$ cat src/rtl/spatial_filter_conv3x3.sv
// 3x3 window convolution engine, four run-time modes, 4-stage pipeline.
// Ports: clk/reset_n, window in (valid/ready), mode/threshold per beat,
// coefficient write port, filtered pixel out (valid/ready).
`timescale 1ns/1ps
module spatial_filter_conv3x3 #(
    parameter int PIXEL_W  = 8,
    parameter int COEF_W   = 8,
    parameter int SHIFT    = 0,
    parameter int THRESH_W = 32
) (
    input  logic                  clk,
    input  logic                  reset_n,
    input  logic [9*PIXEL_W-1:0]  i_pixel_data,
    input  logic                  i_pixel_data_valid,
    output logic                  o_pixel_ready,
    input  logic [1:0]            i_mode,
    input  logic [THRESH_W-1:0]   i_threshold,
    input  logic                  i_coef_we,
    input  logic [3:0]            i_coef_addr,
    input  logic [COEF_W-1:0]     i_coef_data,
    output logic [PIXEL_W-1:0]    o_convoluted_data,
    output logic                  o_convoluted_data_valid,
    input  logic                  i_out_ready
);
    localparam int ACC_W = PIXEL_W + COEF_W + 5;
    localparam int PRD_W = PIXEL_W + 1 + COEF_W;
    localparam int SQ_W  = 2 * ACC_W;
    localparam int CMP_W = (SQ_W > THRESH_W) ? SQ_W : THRESH_W;
    localparam int BOX_W = ACC_W + 14;
    localparam logic [PIXEL_W-1:0] PMAX = '1;

    logic adv;
    assign adv = !o_convoluted_data_valid || i_out_ready;
    assign o_pixel_ready = adv;

    logic signed [COEF_W-1:0] coef [9];

    always_ff @(posedge clk or negedge reset_n) begin
        if (!reset_n) begin
            for (int i = 0; i < 9; i++)
                coef[i] <= (i == 4) ? COEF_W'(1) : '0;
        end else if (i_coef_we && i_coef_addr < 4'd9) begin
            coef[i_coef_addr] <= i_coef_data;
        end
    end

    // S1: per-tap products with the user kernel
    logic [PIXEL_W-1:0]      tap_in [9];
    logic                    v1;
    logic [1:0]              m1;
    logic [THRESH_W-1:0]     t1;
    logic [PIXEL_W-1:0]      tap1 [9];
    logic signed [PRD_W-1:0] prd1 [9];

    always_comb begin
        for (int i = 0; i < 9; i++)
            tap_in[i] = i_pixel_data[i*PIXEL_W +: PIXEL_W];
    end

    always_ff @(posedge clk or negedge reset_n) begin
        if (!reset_n) begin
            v1 <= 1'b0;
            m1 <= '0;
            t1 <= '0;
            for (int i = 0; i < 9; i++) begin
                tap1[i] <= '0;
                prd1[i] <= '0;
            end
        end else if (adv) begin
            v1 <= i_pixel_data_valid;
            m1 <= i_mode;
            t1 <= i_threshold;
            for (int i = 0; i < 9; i++) begin
                tap1[i] <= tap_in[i];
                prd1[i] <= $signed({1'b0, tap_in[i]}) * coef[i];
            end
        end
    end

    // S2: Sobel gradients, tap sum and user-kernel sum
    logic signed [ACC_W-1:0] tx [9];
    logic signed [ACC_W-1:0] gx_c, gy_c, bs_c, us_c;
    logic                    v2;
    logic [1:0]              m2;
    logic [THRESH_W-1:0]     t2;
    logic signed [ACC_W-1:0] gx2, gy2, bs2, us2;

    always_comb begin
        bs_c = '0;
        us_c = '0;
        for (int i = 0; i < 9; i++) begin
            tx[i] = $signed(ACC_W'(tap1[i]));
            bs_c  = bs_c + tx[i];
            us_c  = us_c + ACC_W'(prd1[i]);
        end
        gx_c = tx[0] - tx[2] + (tx[3] <<< 1) - (tx[5] <<< 1)
             + tx[6] - tx[8];
        gy_c = tx[0] + (tx[1] <<< 1) + tx[2] - tx[6]
             - (tx[7] <<< 1) - tx[8];
    end

    always_ff @(posedge clk or negedge reset_n) begin
        if (!reset_n) begin
            v2  <= 1'b0;
            m2  <= '0;
            t2  <= '0;
            gx2 <= '0;
            gy2 <= '0;
            bs2 <= '0;
            us2 <= '0;
        end else if (adv) begin
            v2  <= v1;
            m2  <= m1;
            t2  <= t1;
            gx2 <= gx_c;
            gy2 <= gy_c;
            bs2 <= bs_c;
            us2 <= us_c;
        end
    end

    // S3: mode post-processing
    logic [ACC_W-1:0]        ax, ay;
    logic [SQ_W-1:0]         sq;
    logic [ACC_W:0]          mag;
    logic [BOX_W-1:0]        boxp;
    logic [BOX_W-17:0]       boxq;
    logic signed [ACC_W-1:0] us_sh;
    logic [PIXEL_W-1:0]      res_c;
    logic                    v3;
    logic [PIXEL_W-1:0]      r3;

    always_comb begin
        ax    = gx2[ACC_W-1] ? ACC_W'(-gx2) : ACC_W'(gx2);
        ay    = gy2[ACC_W-1] ? ACC_W'(-gy2) : ACC_W'(gy2);
        sq    = SQ_W'(ax) * SQ_W'(ax) + SQ_W'(ay) * SQ_W'(ay);
        mag   = {1'b0, ax} + {1'b0, ay};
        // x7282 >> 16 approximates /9 without rounding up past max
        boxp  = BOX_W'(bs2) * BOX_W'(7282);
        boxq  = boxp[BOX_W-1:16];
        us_sh = us2 >>> SHIFT;
        res_c = '0;
        unique case (m2)
            2'd0: res_c = (CMP_W'(sq) > CMP_W'(t2)) ? PMAX : '0;
            2'd1: res_c = (mag > (ACC_W+1)'(PMAX)) ? PMAX
                                                   : mag[PIXEL_W-1:0];
            2'd2: res_c = (boxq > (BOX_W-16)'(PMAX)) ? PMAX
                                                     : boxq[PIXEL_W-1:0];
            default: begin
                if (us_sh[ACC_W-1])
                    res_c = '0;
                else if (us_sh > $signed(ACC_W'(PMAX)))
                    res_c = PMAX;
                else
                    res_c = us_sh[PIXEL_W-1:0];
            end
        endcase
    end

    always_ff @(posedge clk or negedge reset_n) begin
        if (!reset_n) begin
            v3 <= 1'b0;
            r3 <= '0;
        end else if (adv) begin
            v3 <= v2;
            r3 <= res_c;
        end
    end

    // S4: output register
    always_ff @(posedge clk or negedge reset_n) begin
        if (!reset_n) begin
            o_convoluted_data_valid <= 1'b0;
            o_convoluted_data       <= '0;
        end else if (adv) begin
            o_convoluted_data_valid <= v3;
            if (v3)
                o_convoluted_data <= r3;
        end
    end
endmodule

$ cat config.mk
export PLATFORM = sky130hd
export DESIGN_NAME = spatial_filter_conv3x3
export DESIGN_NICKNAME = d
export VERILOG_FILES = /design/src/rtl/spatial_filter_conv3x3.sv
export SDC_FILE = /design/constraint.sdc
export NUM_CORES = 2
export LEC_CHECK = 0
export CORE_ASPECT_RATIO = 0.9
export CORE_MARGIN = 1
export CORE_UTILIZATION = 33
export CTS_CLUSTER_DIAMETER = 100
export DETAILED_ROUTE_END_ITERATION = 8
export PLACE_DENSITY = 0.56
export REMOVE_ABC_BUFFERS = 1
export SLEW_MARGIN = 5
export SYNTH_ARGS = -nofsm -noshare
export SYNTH_HDL_FRONTEND = slang
export SYNTH_SLANG_ARGS = --single-unit
$ cat constraint.sdc
create_clock -name clk -period 12.79 [get_ports clk]
set_input_delay 2.558 -clock clk [delete_from_list [all_inputs] [get_ports clk]]
set_output_delay 2.558 -clock clk [all_outputs]
set_load 0.005 [all_outputs]
---- Word level (Yosys, flattened, before mapping) ----
Index checks and enable logic that the tools add are counted.
word-level totals
  register bits ........................... 464
  word-level logic and storage cells ...... 110
  output and inout bits ................... 10
  latch bits .............................. 0
  ROM bits ................................ 0
  memories ................................ 0
  bits in writable memories ............... 0
  input bits .............................. 123
cells by class
  bitwise operators ....................... 1
  $lt $le $gt $ge ......................... 7
  equal/unequal tests ..................... 2
  multiplexer cells ....................... 11
  multipliers ............................. 12
  shifts and indexed selects .............. 0
  add/subtract/negate cells ............... 30
  reductions and logical operators ........ 6
  divide/modulo/power cells ............... 0
operators with widths
  kind                    number
  $mul 9x8->17            9
  $add 21x17->21          4
  $mul 21x21->42          2
  $bwmux 72               1
  $mux 8                  6
  $add 42x42->42          1
  $gt 42x32->1            1
  $mux 21                 2
  $neg 21->21             2
  $demux 8 s4             1
  $mul 16x12->28 const B  1
  $sub 13x9->14           2
  $pmux 8 s3              1
  $add 10x8->11           2
  $add 21x21->22          1
  $gt 22x8->1 const B     1
  $add 20x17->21          1
  $gt 21x9->1 const B     1
  $add 19x17->20          1
  $add 18x17->19          1
  $gt 19x8->1 const B     1
  $add 17x17->18          1
  $add 15x8->16           1
  $add 14x8->15           1
  other kinds (23)        24

---- Longest topological paths before layout ----
  word-level depth ........................ 8
  gate-level depth with buffers ........... 46
  mapped depth without buffers ............ 44

---- Worst setup path before layout ----
No wires, ideal clock.
  kind .................................... register to register
  from .................................... register gx2[0]
  to ...................................... register r3[0]
  path slack .............................. 2.778 ns
  buffers on the path ..................... 1
  period minus slack after synthesis ...... 10.012 ns
  arrival ................................. 9.867 ns
  cell stages (with the launch flop) ...... 41
  required time ........................... 12.645 ns
  setup time .............................. 0.145 ns
  cell sequence ........................... dfrtp_1 inv_1 clkbuf_1 ha_1 nand2_1 o31ai_1 and2_1 nand2_1 xor2_1 clkinv_1 nor2_1 fa_1 fa_1 fa_1 inv_1 fa_1 fa_1 inv_1 [... 5 more ...] ha_1 a31o_1 a2111o_1 a311oi_1 nor3_1 a21oi_1 xnor2_1 ha_1 and4_1 and2_1 nand4_1 and3b_1 o31ai_1 nand3_1 nor3b_1 nand4_1 o31ai_4 a41oi_1
on the way
  word-level cells in the longest chain between the ends .. 7
  elaborated cells on any way between the ends .. 10
  classes of those cells .................. add/sub (3); mul (1); order compare (2); mux (4)
RTL lines
  item                    line  text
  start, declared         86    logic signed [ACC_W-1:0] gx2, gy2, bs2, us2;
  start signal, assigned  115   gx2 <= gx_c;
  $neg 21->21             134   ax = gx2[ACC_W-1] ? ACC_W'(-gx2) : ACC_W'(gx2);
  $mux 21 *               134
  $mul 21x21->42          136   sq = SQ_W'(ax) * SQ_W'(ax) + SQ_W'(ay) * SQ_W'(ay);
  $add 42x42->42          136
  $gt 42x32->1            144   2'd0: res_c = (CMP_W'(sq) > CMP_W'(t2)) ? PMAX : '0;
  $mux 8                  144
  $pmux 8 s3 *            143   unique case (m2)
  end signal, assigned    166   r3 <= res_c;
  end, declared           131   logic [PIXEL_W-1:0] r3;
Mark *: on every way between the ends. The rest lies on a longest branch, timed or not.
A chain may end at the register's enable or synchronous reset.

---- Final worst setup path ----
  from .................................... register gx2[0]
  to ...................................... register r3[1]
Same word-level chain as after synthesis.

==> results.yml <==
route:
  dr.pass1.iters: 5
  num_vias: 49633
  viasPerCell: 4.617
  ant_nets: 0
  dr.first_iter.drc_count: 2792
  drc: 0
  wl_per_cell_um: 17.26
  wl_um: 185500
clock_network:
  holdBufCountCts: 0
  h-tree-depth: 2
  cts_made_buffers: 56
  cts.path.max_buffers: 3
  cts_tree: "yes"
  cts_sinks: 446
  cts_resized: 0
  root_buffer: "clkbuf_16"
  clk_latency_ns: 0.74
  clk_pin_slew_ns: 0.06
  postCtsSetupRepairBufs: 0
cells_and_area:
  fin_nets: 10127
  final_layout_size_suffix_gt1_share_pct: 3.362
  syn2layout_area_growth_pct: 11.84
  stdcell_area_um2: 78950
sta:
  setup_violations: 0
  timing.fmax_mhz: 83.05
  rsz0062_at_grt: "no"
  drv_slew: 0
  worst_pin_slew_ns: 1.102
  slew_headroom_pct: 26.30
  fin_crit_ns: 12.04
  hold_viol_final: 0
  fin_crit_sh_pct: 94.15
  skew_ns: 0.09156
worst_setup_path:
  crit_arrival_ns: 12.55
  crit_buf_inv: 7
  cpPeakStageDelay_ns: 0.75
  cp_common_cell: "fa_1"
  worstPathRequired_ns: 13.30
  critical-path-top-delay-family: "adder cells"
  crit_start: "gx2[0]$_DFFE_PN0N_"
  critPathSlowestCell: "xor2_1"
  crit_type: "register to register"
  endpoint_kind: "register"
  start_kind: "register"
  r2r_start: "gx2[0]$_DFFE_PN0N_"
  path_max_fanout: 12
global_routing:
  globalRoute.totalOverflow: 0
  antenna_found_initial: 31
  grt_max_degree: 154
  grt_pass1_wl_um: 299700
  grt_pass1_vias: 52818
  track_usage_pct: 17.94
worst_hold_path:
  min_path_type: "register to register"
  min_from: "t1[22]$_DFFE_PN0N_"
yosys:
  synth_edf_count: 0
  synthTopCellsByArea: "fa_1 (37%), dfrtp_1 (16%), ha_1 (15%)"
  yosysMostFrequentCell: "inv_1"
  ys.flop_type: "dfrtp_1"
  synth_top_cell_area_share_pct: 36.64
  ys_ff_latch: 446
  ys_warn_count: 0
  synth_common_cells: "inv_1 (1,665), fa_1 (1,292), nand2_1 (925)"
  syn_inst: 7361
  ys_seq_area_share_pct: 15.81
  synth_cell_types: 88
  synth_top_area_cell: "fa_1"
  synth-async-reset-ratio_pct: 100.0
  netlist_area_um2: 70590
  avgSynthCellArea_um2: 9.590
flow_run:
  drv_cap: 0
floorplanning:
  initial_core_util_pct: 33.30
  fp.dieH_um: 440.8
  die_x_um: 489.5
  num_rows: 160
  core_um2: 212000
  ioPinCount: 133
  die_area_um2: 215800
place:
  place_area_um2: 76890
  gp_congestion: 0.8920
  port_buffers: 132
  hpwl_um: 157200
run_status:
  run_status: "finished clean"
[cells by family (layout without fill, tap and decap cells)]
family,count (synthesis),after routing,share of synthesized area (%)
and+or+nand+nor,1861,1861,11.94
DFF,446,446,15.81
buffers and inverters,1851,1959,9.848
adders and majority gates,2139,2139,51.65
other,2,449,0.01064
xor gates and xnor gates,206,206,2.567
AOI/OAI and AO/OA,771,771,6.813
muxes,85,85,1.352
[worst min-delay path: cells and delay by family, from the launching register on]
kind	cells	cell delay, ns
flip-flops	1	0.34
AND/OR/NAND/NOR	2	0.10
[layout by cell type (no fill, tap or decap), types with 10 or more instances in the layout]
cell type and instances:
dfrtp_1 445, clkdlybuf4s50_1 131, fa_1 1292, xor2_1 91
a31oi_1 15, ha_1 847, a21boi_0 24, o31ai_1 44
clkbuf_16 56, a21o_1 61, nand3_1 53, clkbuf_8 10
and2_1 291, o21ai_0 203, nand2b_1 76, nor3_1 37
o41ai_1 16, nand4_1 16, mux2_2 79, o21ai_1 10
a21oi_1 249, a211oi_1 34, or4_1 14, nor2b_1 22
or3_1 28, o211ai_1 15, and3_1 10, o22ai_1 10
nand2_1 925, nor2_1 345, conb_1 444, inv_1 1665
o21bai_1 20, xnor2_1 109, o21a_1 16, buf_4 42
[state kept, by name, summed over array words and instances, names as in the netlist]
register / count
bs2: 12
coef: 72
gx2: 14
gy2: 14
m1: 2
m2: 2
o_convoluted_data: 8
o_convoluted_data_valid: 1
prd1: 153
r3: 8
t1: 32
t2: 32
tap1: 72
us2: 21
v1: 1
v2: 1
v3: 1
[through the flow]
stage                     worst slack (ns)  cells  hold WS [ns]  util, %   TNS, ns
final                               0.7489  10751        0.4677    37.24         0
after global routing               0.02934  10749        0.4907    37.24         0
after CTS                           0.8016  10746        0.4697    37.23         0
after detailed placement            0.8423  10642        0.4565    36.27         0
after global placement               1.270  10642        0.4537    36.27         0
after floorplan                     -9.740   7631        0.4386        -  -2659.74
[final timing paths]
check                                        end  slack (ns)  cells after the start
max reg2reg                    r3[1]$_DFFE_PN0N_        0.75                     39
min reg2reg                   t1[22]$_DFFE_PN0N_        0.47                      2
max in group asynchronous     t2[14]$_DFFE_PN0N_        8.62                      3
max                            r3[1]$_DFFE_PN0N_        0.75                     39
min in group asynchronous  prd1[112]$_DFFE_PN0N_        1.83                      1
min                           t1[22]$_DFFE_PN0N_        0.47                      2
[area by class of cell]
| type | instances | area, µm² |
|---|---|---|
| Fill cell | 21422 | 133100 |
| Multi-Input combinational cell | 5506 | 54190 |
| Sequential cell | 446 | 11160 |
| Inverter | 1679 | 6310 |
| Tap cell | 2835 | 3547 |
| Timing Repair Buffer | 176 | 1682 |
| Clock buffer | 74 | 1569 |
| Clock inverter | 30 | 478.0 |
| Antenna cell | 5 | 12.51 |
[layer usage]
metal	up-vias	part of all wire, %	GRT usage (%)
met5	-	0.047	0
met4	14	2.0	3.546
met3	174	5.4	2.472
met2	963	46	29.12
met1	25311	46	25.44
li1	23171	-	-
Power is left out: the tool's default activity adds up to more than one toggle a clock period on the data nets, which glitch-free logic cannot reach.
